**config.mk**
```make
export PLATFORM = sky130hd
export DESIGN_NAME = nvpe_data_arbiter
export DESIGN_NICKNAME = d
export VERILOG_FILES = /design/src/rtl/nvpe_data_arbiter.sv
export SDC_FILE = /design/constraint.sdc
export NUM_CORES = 1
export LEC_CHECK = 0
export CAP_MARGIN = 20
export CORE_AREA = 2 2 125 127
export DETAILED_ROUTE_END_ITERATION = 10
export DIE_AREA = 0 0 127 129
export PLACE_DENSITY_LB_ADDON = 0.12
export REMOVE_ABC_BUFFERS = 1
export SLEW_MARGIN = 25
export SYNTH_ARGS = -nofsm -noshare
export SYNTH_HDL_FRONTEND = slang
export SYNTH_SLANG_ARGS = --single-unit
```
**constraint.sdc**
```tcl
create_clock -name clk_i -period 2.2 [get_ports clk_i]
set_input_delay 0.44 -clock clk_i [delete_from_list [all_inputs] [get_ports clk_i]]
set_output_delay 0.44 -clock clk_i [all_outputs]
set_load 0.02 [all_outputs]
```
**src/rtl/nvpe_data_arbiter.sv**
```systemverilog
// nvpe_data_arbiter
// Arbitrates two OBI-style data masters (M1 = CPU, M2 = NVPE) onto a single
// memory slave port and routes in-order slave responses back to the master
// that issued each transfer.
//
// Parameters:
//   MAX_OUTSTANDING  accepted-but-unanswered slave transfers allowed (1..4)
//   RR_EN            1 = round-robin on contention, 0 = M1 always wins
//
// Ports:
//   clk_i, rst_ni                 clock, asynchronous active-low reset
//   data_*_m1_i / data_*_m1_o     CPU master request / grant / response
//   data_*_m2_i / data_*_m2_o     NVPE master request / grant / response
//   data_*_s1_o / data_*_s1_i     memory slave request / grant / response
//   outstanding_o                 registered count of in-flight transfers
//   resp_err_o                    sticky: slave rvalid with nothing in flight
module nvpe_data_arbiter #(
  parameter int unsigned MAX_OUTSTANDING = 2,
  parameter bit          RR_EN           = 1'b1
) (
  input  logic        clk_i,
  input  logic        rst_ni,

  input  logic        data_req_m1_i,
  input  logic        data_we_m1_i,
  input  logic [31:0] data_addr_m1_i,
  input  logic [31:0] data_wdata_m1_i,
  input  logic [3:0]  data_be_m1_i,
  output logic        data_gnt_m1_o,
  output logic        data_rvalid_m1_o,
  output logic [31:0] data_rdata_m1_o,

  input  logic        data_req_m2_i,
  input  logic        data_we_m2_i,
  input  logic [31:0] data_addr_m2_i,
  input  logic [31:0] data_wdata_m2_i,
  input  logic [3:0]  data_be_m2_i,
  output logic        data_gnt_m2_o,
  output logic        data_rvalid_m2_o,
  output logic [31:0] data_rdata_m2_o,

  output logic        data_req_s1_o,
  output logic        data_we_s1_o,
  output logic [31:0] data_addr_s1_o,
  output logic [31:0] data_wdata_s1_o,
  output logic [3:0]  data_be_s1_o,
  input  logic        data_gnt_s1_i,
  input  logic        data_rvalid_s1_i,
  input  logic [31:0] data_rdata_s1_i,

  output logic [2:0]  outstanding_o,
  output logic        resp_err_o
);

  typedef enum logic {
    MST_M1 = 1'b0,
    MST_M2 = 1'b1
  } mst_e;

  localparam logic [2:0] MAX_CNT  = 3'(MAX_OUTSTANDING);
  localparam logic [1:0] LAST_IDX = 2'(MAX_OUTSTANDING - 1);

  logic [2:0] count_q, count_d;
  // Storage is always 4 entries; only indices 0..MAX_OUTSTANDING-1 are used.
  logic [3:0] fifo_q, fifo_d;
  logic [1:0] wptr_q, wptr_d;
  logic [1:0] rptr_q, rptr_d;
  logic       lock_q, lock_d;
  mst_e       lock_id_q, lock_id_d;
  mst_e       last_q, last_d;
  logic       resp_err_q, resp_err_d;

  logic       sel_valid;
  mst_e       sel_id;
  logic       sel_req;
  logic       full;
  logic       empty;
  logic       req_s1;
  logic       accept;
  logic       pop;
  mst_e       head_id;

  // Master selection. A held lock pins the selection so the slave sees a
  // stable address until it grants.
  always_comb begin
    sel_valid = 1'b0;
    sel_id    = MST_M1;
    if (lock_q) begin
      sel_valid = 1'b1;
      sel_id    = lock_id_q;
    end else if (data_req_m1_i && !data_req_m2_i) begin
      sel_valid = 1'b1;
      sel_id    = MST_M1;
    end else if (!data_req_m1_i && data_req_m2_i) begin
      sel_valid = 1'b1;
      sel_id    = MST_M2;
    end else if (data_req_m1_i && data_req_m2_i) begin
      sel_valid = 1'b1;
      sel_id    = (RR_EN && (last_q == MST_M1)) ? MST_M2 : MST_M1;
    end
  end

  // full/empty come from the registered count only, so slave rvalid never
  // reaches the request or grant outputs combinationally.
  assign full  = (count_q == MAX_CNT);
  assign empty = (count_q == '0);

  always_comb begin
    sel_req         = 1'b0;
    data_we_s1_o    = 1'b0;
    data_addr_s1_o  = '0;
    data_wdata_s1_o = '0;
    data_be_s1_o    = '0;
    if (sel_valid) begin
      if (sel_id == MST_M1) begin
        sel_req         = data_req_m1_i;
        data_we_s1_o    = data_we_m1_i;
        data_addr_s1_o  = data_addr_m1_i;
        data_wdata_s1_o = data_wdata_m1_i;
        data_be_s1_o    = data_be_m1_i;
      end else begin
        sel_req         = data_req_m2_i;
        data_we_s1_o    = data_we_m2_i;
        data_addr_s1_o  = data_addr_m2_i;
        data_wdata_s1_o = data_wdata_m2_i;
        data_be_s1_o    = data_be_m2_i;
      end
    end
  end

  // Reset gating keeps the request (and hence both grants) low while rst_ni=0
  // even if a master is already requesting.
  assign req_s1        = rst_ni & sel_valid & sel_req & ~full;
  assign data_req_s1_o = req_s1;
  assign accept        = req_s1 & data_gnt_s1_i;

  assign data_gnt_m1_o = accept & (sel_id == MST_M1);
  assign data_gnt_m2_o = accept & (sel_id == MST_M2);

  // Response routing by FIFO head.
  assign pop     = data_rvalid_s1_i & ~empty;
  assign head_id = mst_e'(fifo_q[rptr_q]);

  assign data_rvalid_m1_o = pop & (head_id == MST_M1);
  assign data_rvalid_m2_o = pop & (head_id == MST_M2);
  assign data_rdata_m1_o  = data_rvalid_m1_o ? data_rdata_s1_i : '0;
  assign data_rdata_m2_o  = data_rvalid_m2_o ? data_rdata_s1_i : '0;

  assign outstanding_o = count_q;
  assign resp_err_o    = resp_err_q;

  always_comb begin
    count_d    = count_q;
    fifo_d     = fifo_q;
    wptr_d     = wptr_q;
    rptr_d     = rptr_q;
    lock_d     = req_s1 & ~data_gnt_s1_i;
    lock_id_d  = lock_id_q;
    last_d     = last_q;
    resp_err_d = resp_err_q | (data_rvalid_s1_i & empty);

    if (req_s1 && !data_gnt_s1_i) begin
      lock_id_d = sel_id;
    end

    if (accept) begin
      fifo_d[wptr_q] = logic'(sel_id);
      wptr_d         = (wptr_q == LAST_IDX) ? 2'd0 : wptr_q + 2'd1;
      last_d         = sel_id;
    end

    if (pop) begin
      rptr_d = (rptr_q == LAST_IDX) ? 2'd0 : rptr_q + 2'd1;
    end

    if (accept && !pop) begin
      count_d = count_q + 3'd1;
    end else if (pop && !accept) begin
      count_d = count_q - 3'd1;
    end
  end

  always_ff @(posedge clk_i or negedge rst_ni) begin
    if (!rst_ni) begin
      count_q    <= '0;
      fifo_q     <= '0;
      wptr_q     <= '0;
      rptr_q     <= '0;
      lock_q     <= 1'b0;
      lock_id_q  <= MST_M1;
      last_q     <= MST_M2;
      resp_err_q <= 1'b0;
    end else begin
      count_q    <= count_d;
      fifo_q     <= fifo_d;
      wptr_q     <= wptr_d;
      rptr_q     <= rptr_d;
      lock_q     <= lock_d;
      lock_id_q  <= lock_id_d;
      last_q     <= last_d;
      resp_err_q <= resp_err_d;
    end
  end

endmodule

```
==> metrics, run 1 <==
result of the run finished with violations; violated checks negative setup slack; cell depth of the worst flop-to-flop path 12; Pleak between 3 and 4 nW; Synth Flop Type sky130_fd_sc_hd__dfrtp_1; data required time of the worst path around 1.8 ns; ranking of synthesized cells by area sky130_fd_sc_hd__nand2_1, sky130_fd_sc_hd__dfrtp_1, sky130_fd_sc_hd__a21oi_1; source of the worst register-to-register timing path outstanding_o[0]; clock-pin slew on the worst setup and hold paths 0.05 ns; synthesized-area fraction occupied by ao, oa, aoi and oai cells between 10% and 20%; number of distinct library cells after synthesis 35; sequential power share between 6 and 7%; DRC viols 0; Max IR drop VDD 0.000623 V; CP peak stage delay ~0.55 ns; simple-gate area share of the yosys netlist 49.4%; transition time of the tightest slew-check pin approximately 0.32 ns; clock skew after layout 0.00244 ns; effective utilization at floorplan approximately 15%; net switching component of the power between 0.003 and 0.004 W; fraction of synthesis flops using an asynchronous set or reset pin 100%; vias after detailed routing ~4300; EDFF count, synth 0; R2R Setup Slk 0.07 ns; final-layout worst hold slack ~0.34 ns; clk_lat worst skew 0.25 ns; share of cell area taken by muxes after synthesis between 4 and 5%; chip width about 130 um; RD Place Congestion ~0.81; I/O pin count ~320; critical path's slowest cell sky130_fd_sc_hd__dfstp_2; final slew viol count 0; TritonCTS clock tree yes; Placeable Area between 10000 and 15000 um2; starting DRC count in detailed routing roughly 180; sort of element at the start of the critical path register; share of the core filled with cells in the final layout 48.6%; Mean Syn Cell Area about 5.6 um2; xor-xnor portion of the synthesized cell area about 1.9%; maximum number of buffers from clock root to sink 2; crit-path cells nand2_4 > buf_6 > a22o_4 > clkbuf_16 > nand2_1 > a21oi_2 > buf_4; Power per Cell Area 938 nW/um2; combinational family with the most area after synthesis simple AND/OR/NAND/NOR gates; Hold Path Class input pin to asynchronous set/reset pin; min setup slack post-route -0.0515 ns; total standard cell area after synthesis 2280 um2; overall power roughly 0.0068 W; share of final-layout standard cells stronger than drive strength 1 around 48%; depth of the CTS H-tree 1; Buffers on Ports 317; highest clock rate between 400 and 500 MHz; RSZ-0062 raised after global routing yes; P_int about 0.0036 W; Logic pwr share between 80% and 90%; number of register bits inferred by synthesis 15; largest net degree at the start of global routing 67; global-route wire length before repair ~23000 um; vertical die dimension 129 um; Setup crit end kind output port; reg-to-reg critical path endpoint outstanding_o[2]; sink count of the clock tree 15; number of failing setup endpoints in the final timing report 66; switching part of the total power 46.6%; Layout Area Growth over Synthesis 219%; largest area contributor in the synthesized netlist sky130_fd_sc_hd__nand2_1; post-layout min period about 2.3 ns; final antenna diode count 0; routed wire length 18700 um; fraction of the mapped netlist area in adder cells between 1 and 1.5%; number of placement rows 45; setup slack at placement -0.690 ns; Detail Placement HPWL approximately 11000 um; root buffer selected by CTS sky130_fd_sc_hd__clkbuf_16; critical-path maximum fanout 6; worst setup path category register to output port; hold bufs inserted after CTS 0; overflow left after global routing 0; Avg Vias per Cell roughly 4.5; routed wire length per instance between 15 and 20 um; via count of the first global-routing pass slightly below 4000; Clock Power Share under 10%; sequential-to-total area share from yosys stat 16.5%; arrival time worst endpoint roughly 1.8 ns; post-route antenna net violation count 0; final critical-path share of the clock period 102%; area share of the leading cell type in the synthesized netlist about 28%; number of standard cells after synthesis approximately 400; Global Route Usage Sum between 15 and 20%; length of the first detailed-routing pass in iterations 4; Slew HR between 70 and 80%; Max-cap violations 0; Nets roughly 950; Yosys warnings 0; TritonCTS Buffers 3; antenna violations before repair 0; full die area about 16000 um2; Final Hold Fails 0
==> per-stage QoR <==
stage / setup TNS, ns / instances / instance area (um2)
6_report: -1.57 / 962 / 7280
3_5_place_dp: -70.18 / 907 / 5870
3_3_place_gp: -68.97 / 907 / 5870
2_1_floorplan: -160.76 / 368 / 2110
5_1_grt: -6.92 / 962 / 7280
4_1_cts: -1.97 / 925 / 5940
==> layout make-up <==
class	count	area, um2
fillers	1472	7690
repair buffers	400	4200
multi-input cells	352	2370
flip-flops and latches	15	378
well taps	188	235
clock buffers	3	75.1
inverters	3	11.3
clock inverters	1	7.51
==> Yosys cell counts (all sizes together) (5+ instances only) <==
library cell	count
a21oi	70
clkbuf	17
nor4	5
dfrtp	14
buf	19
mux2	7
and3	32
nand2	173
nor2	36
==> what timing repair did <==
item,4_1_cts,5_1_grt
pin swaps,12,44
setup endpoints to repair,140,137
resized for setup,637,282
cloned,4,29
hold endpoints to repair,0,0
setup buffers,10,8
==> critical path: cells and delay by family (launching register included) <==
kind,cells,cell delay [ns]
DFF,1,0.55
buffers and inverters,3,0.49
and+or+nand+nor,2,0.15
AOI/OAI and AO/OA,2,0.35
==> power by group through the flow <==
stage / combinational (W) / clock [W] / sequential [W]
CTS: 0.00422 / 0.000375 / 0.000469
global placement: 0.00414 / 0 / 0.000454
global route: 0.00631 / 0.000387 / 0.000484
detailed placement: 0.00416 / 0 / 0.000460
floorplan: 0.00188 / 0 / 0.000520
finish: 0.00600 / 0.000366 / 0.000465
==> flip-flops by register name, summed over array words and instances, names as in the netlist <==
register and count:
lock_id_q 1, outstanding_o 3, lock_q 1, last_q 1
wptr_q 2, resp_err_o 1, fifo_q 4, rptr_q 2
==> logic make-up (layout without fill, tap and decap cells) <==
family	count (synthesis)	after routing
adder cells (fa/ha/maj)	2	2
XOR/XNOR	5	5
multiplexers	8	8
flip-flops	15	15
buffers and inverters	39	407
AO/OA/AOI/OAI	76	78
AND/OR/NAND/NOR	259	259
==> layout by cell type, fill, tap and decap left out, types with 2 or more instances in the layout <==
cell                                n
sky130_fd_sc_hd__a21boi_0           2
sky130_fd_sc_hd__a21oi_1           21
sky130_fd_sc_hd__a21oi_2           44
sky130_fd_sc_hd__a21oi_4            5
sky130_fd_sc_hd__a22o_4             3
sky130_fd_sc_hd__and2_1             2
sky130_fd_sc_hd__and3_1            29
sky130_fd_sc_hd__and3_4             3
sky130_fd_sc_hd__buf_12            11
sky130_fd_sc_hd__buf_16             4
sky130_fd_sc_hd__buf_2             30
sky130_fd_sc_hd__buf_4             85
sky130_fd_sc_hd__buf_6             71
sky130_fd_sc_hd__clkbuf_16         22
sky130_fd_sc_hd__clkdlybuf4s50_1  175
sky130_fd_sc_hd__dfrtp_1           13
sky130_fd_sc_hd__inv_1              2
sky130_fd_sc_hd__mux2_1             5
sky130_fd_sc_hd__mux2_2             2
sky130_fd_sc_hd__nand2_1          125
sky130_fd_sc_hd__nand2_2           23
sky130_fd_sc_hd__nand2_4           25
sky130_fd_sc_hd__nand3b_1           2
sky130_fd_sc_hd__nor2_1            12
sky130_fd_sc_hd__nor2_2            20
sky130_fd_sc_hd__nor2_4             4
sky130_fd_sc_hd__nor2b_4            2
sky130_fd_sc_hd__nor4_1             4
sky130_fd_sc_hd__xnor2_1            2
sky130_fd_sc_hd__xor2_1             3
==> layer usage <==
| metal | wire length (um) | vias up | track usage [%] |
|---|---|---|---|
| li1 | - | 2081 | - |
| met1 | 7540 | 2066 | 21.0 |
| met2 | 9840 | 175 | 32.9 |
| met3 | 1100 | 15 | 3.37 |
| met4 | 240 | 0 | 2.20 |
| met5 | 0 | - | 0 |
==> worst max-delay path by stage <==
stage	startpoint	endpoint	slack, ns	cells past startpoint
2_1_floorplan	outstanding_o[0]	outstanding_o[1]	-1.70	7
3_3_place_gp	data_req_m2_i	data_wdata_s1_o[14]	-0.68	8
5_1_grt	lock_q	data_addr_s1_o[10]	-0.10	10
4_1_cts	rptr_q[0]	data_rdata_m2_o[27]	-0.14	4
6_report	last_q	data_addr_s1_o[9]	-0.05	7
3_5_place_dp	data_req_m2_i	data_addr_s1_o[10]	-0.69	8
Note: power is estimated with default switching activity, not from simulation.
==> inputs of run 2 (changes only) <==
--- a/config.mk
+++ b/config.mk
@@ -11,6 +11,7 @@
 export DIE_AREA = 0 0 127 129
 export PLACE_DENSITY_LB_ADDON = 0.12
 export REMOVE_ABC_BUFFERS = 1
+export SETUP_SLACK_MARGIN = 0.4
 export SLEW_MARGIN = 25
 export SYNTH_ARGS = -nofsm -noshare
 export SYNTH_HDL_FRONTEND = slang
==> metrics, run 2 (synthesis results as in run 1) <==
result of the run finished with violations; violated checks negative setup slack; DRC viols 0; R2R Setup Slk about 0.01 ns; maximum number of buffers from clock root to sink 2; highest-count cells in the layout ignoring fill and taps sky130_fd_sc_hd__clkdlybuf4s50_1, sky130_fd_sc_hd__nand2_1, sky130_fd_sc_hd__buf_6, sky130_fd_sc_hd__buf_4, sky130_fd_sc_hd__a21oi_2; Buffers on Ports around 320; Setup crit end kind output port; final slew viol count 0; sink count of the clock tree 15; depth of the CTS H-tree 1; number of failing setup endpoints in the final timing report 98; length of the first detailed-routing pass in iterations 4; max FFs per register 4; register containing the most flip-flops in the final layout fifo_q; reg-to-reg critical path endpoint outstanding_o[2]; Nets slightly below 1000; Max-cap violations 0; Slew HR about four fifths; final critical-path share of the clock period 105%; area of the multi-input gates approximately 2600 um2; Hold Path Class input pin to asynchronous set/reset pin; hold bufs inserted after CTS 0; area taken by flip-flops and latches 379 um2; full die area between 15000 and 20000 um2; number of placement rows 45; P_int 0.00420 W; routed wire length 20100 um; root buffer selected by CTS sky130_fd_sc_hd__clkbuf_16; chip width approximately 130 um; transition time of the tightest slew-check pin between 0.3 and 0.4 ns; Layout Area Growth over Synthesis 259%; TritonCTS Buffers 3; Global Route Usage Sum a little under a fifth; clock skew after layout about 0.0026 ns; share of the core filled with cells in the final layout between 50% and 60%; via count of the first global-routing pass roughly 4000; source of the worst register-to-register timing path lock_q; Max IR drop VDD ~0.00064 V; Avg Vias per Cell 4.55; Clock Power Share approximately 4.8%; antenna violations before repair 1; RD Place Congestion 0.812; overall power around 0.0076 W; routed wire length per instance between 20 and 25 um; global-route wire length before repair roughly 24000 um; clk_lat worst skew around 0.25 ns; share of final-layout standard cells stronger than drive strength 1 approximately 53%; Placeable Area approximately 15000 um2; most common library cell in the layout ignoring fill and taps sky130_fd_sc_hd__clkdlybuf4s50_1; data required time of the worst path 1.76 ns; vias after detailed routing around 4500; vertical die dimension 129 um; sequential power share 6.2%; arrival time worst endpoint roughly 1.9 ns; overflow left after global routing 0; worst setup path category register to output port; Final Hold Fails 0; clock-pin slew on the worst setup and hold paths around 0.050 ns; number of fillers in the final layout about 1300; setup slack at placement -0.690 ns; Logic pwr share 89.0%; switching part of the total power ~45%; I/O pin count 318; post-route antenna net violation count 0; largest net degree at the start of global routing 67; effective utilization at floorplan between 10% and 20%; sort of element at the start of the critical path register; Power per Cell Area 928 nW/um2; net switching component of the power approximately 0.0034 W; post-layout min period ~2.3 ns; TritonCTS clock tree yes; min setup slack post-route -0.112 ns; RSZ-0062 raised after global routing yes; Pleak 3.72 nW; Detail Placement HPWL 11400 um; starting DRC count in detailed routing ~200; Total Neg Setup Slack -4.10 ns; critical-path maximum fanout 6; cell depth of the worst flop-to-flop path 11; highest clock rate 432 MHz
[run 2: cell count changes in the layout (fill, tap and decap cells not counted), moves of 6 or more]
cell and delta:
sky130_fd_sc_hd__buf_8 +6, sky130_fd_sc_hd__and3_4 +19, sky130_fd_sc_hd__buf_4 +10, sky130_fd_sc_hd__nand2_4 +13, sky130_fd_sc_hd__nor2_2 -16, sky130_fd_sc_hd__buf_12 +9
sky130_fd_sc_hd__and3_1 -19, sky130_fd_sc_hd__nand2_1 -10, sky130_fd_sc_hd__buf_6 +38, sky130_fd_sc_hd__nor2_4 +7, sky130_fd_sc_hd__nor2_1 +9, sky130_fd_sc_hd__buf_2 -27
[run 2: worst max path at each step]
stage | start | endpoint | slack [ns] | depth (start not counted)
finish | last_q | data_wdata_s1_o[28] | -0.11 | 8
detailed placement | data_req_m2_i | data_addr_s1_o[10] | -0.69 | 8
floorplan | outstanding_o[0] | outstanding_o[1] | -1.70 | 7
global placement | data_req_m2_i | data_wdata_s1_o[14] | -0.68 | 8
CTS | rptr_q[0] | data_rdata_m2_o[0] | -0.13 | 4
global route | last_q | data_wdata_s1_o[0] | -0.18 | 9
[run 2: final cells by class]
class / instances / area share, %
multi-input combinational: 352 / 32.2
clock buffer: 3 / 0.917
antenna: 1 / 0.0306
inverter: 3 / 0.138
clock inverter: 1 / 0.0917
sequential: 15 / 4.63
timing repair buffer: 436 / 59.2
tap: 188 / 2.87
[run 2: worst max-delay path: stages, from the launching register on]
cell	delay, ns
sky130_fd_sc_hd__dfstp_2	0.55
sky130_fd_sc_hd__nand2_4	0.06
sky130_fd_sc_hd__a21boi_4	0.19
sky130_fd_sc_hd__buf_6	0.20
sky130_fd_sc_hd__buf_12	0.15
sky130_fd_sc_hd__buf_8	0.13
sky130_fd_sc_hd__nand2_4	0.04
sky130_fd_sc_hd__a21oi_2	0.16
sky130_fd_sc_hd__buf_6	0.14
[run 2: stage by stage]
step / hold WS, ns / area, um2 / std cells
floorplan: 0.144 / 2110 / 368
global route: 0.374 / 8190 / 999
CTS: 0.344 / 6420 / 943
finish: 0.339 / 8190 / 999
global placement: 0.452 / 5870 / 907
detailed placement: 0.451 / 5870 / 907
[run 2: per-layer routing]
layer,global-route usage [%],up-vias,share of wire (%)
met1,22.1,2175,39
li1,-,2145,-
met3,3.33,38,5.6
met2,34.8,191,52
met5,0,-,0
met4,2.97,0,2.7
[run 2: repair_timing]
item | 4_1_cts | 5_1_grt
cloned | 8 | 26
endpoints found under the setup margin | 147 | 143
buffers inserted | 24 | 29
endpoints found under the hold margin | 0 | 0
resized for setup | 694 | 366
pin swaps | 34 | 96
[run 2: power by group through the flow]
| stage | Sequential, W | Clock, W | Combinational (W) |
|---|---|---|---|
| 6_report | 0.000472 | 0.000365 | 0.00676 |
| 5_1_grt | 0.000489 | 0.000387 | 0.00708 |
| 4_1_cts | 0.000466 | 0.000375 | 0.00468 |
| 3_5_place_dp | 0.000460 | 0 | 0.00416 |
| 3_3_place_gp | 0.000454 | 0 | 0.00414 |
| 2_1_floorplan | 0.000520 | 0 | 0.00188 |
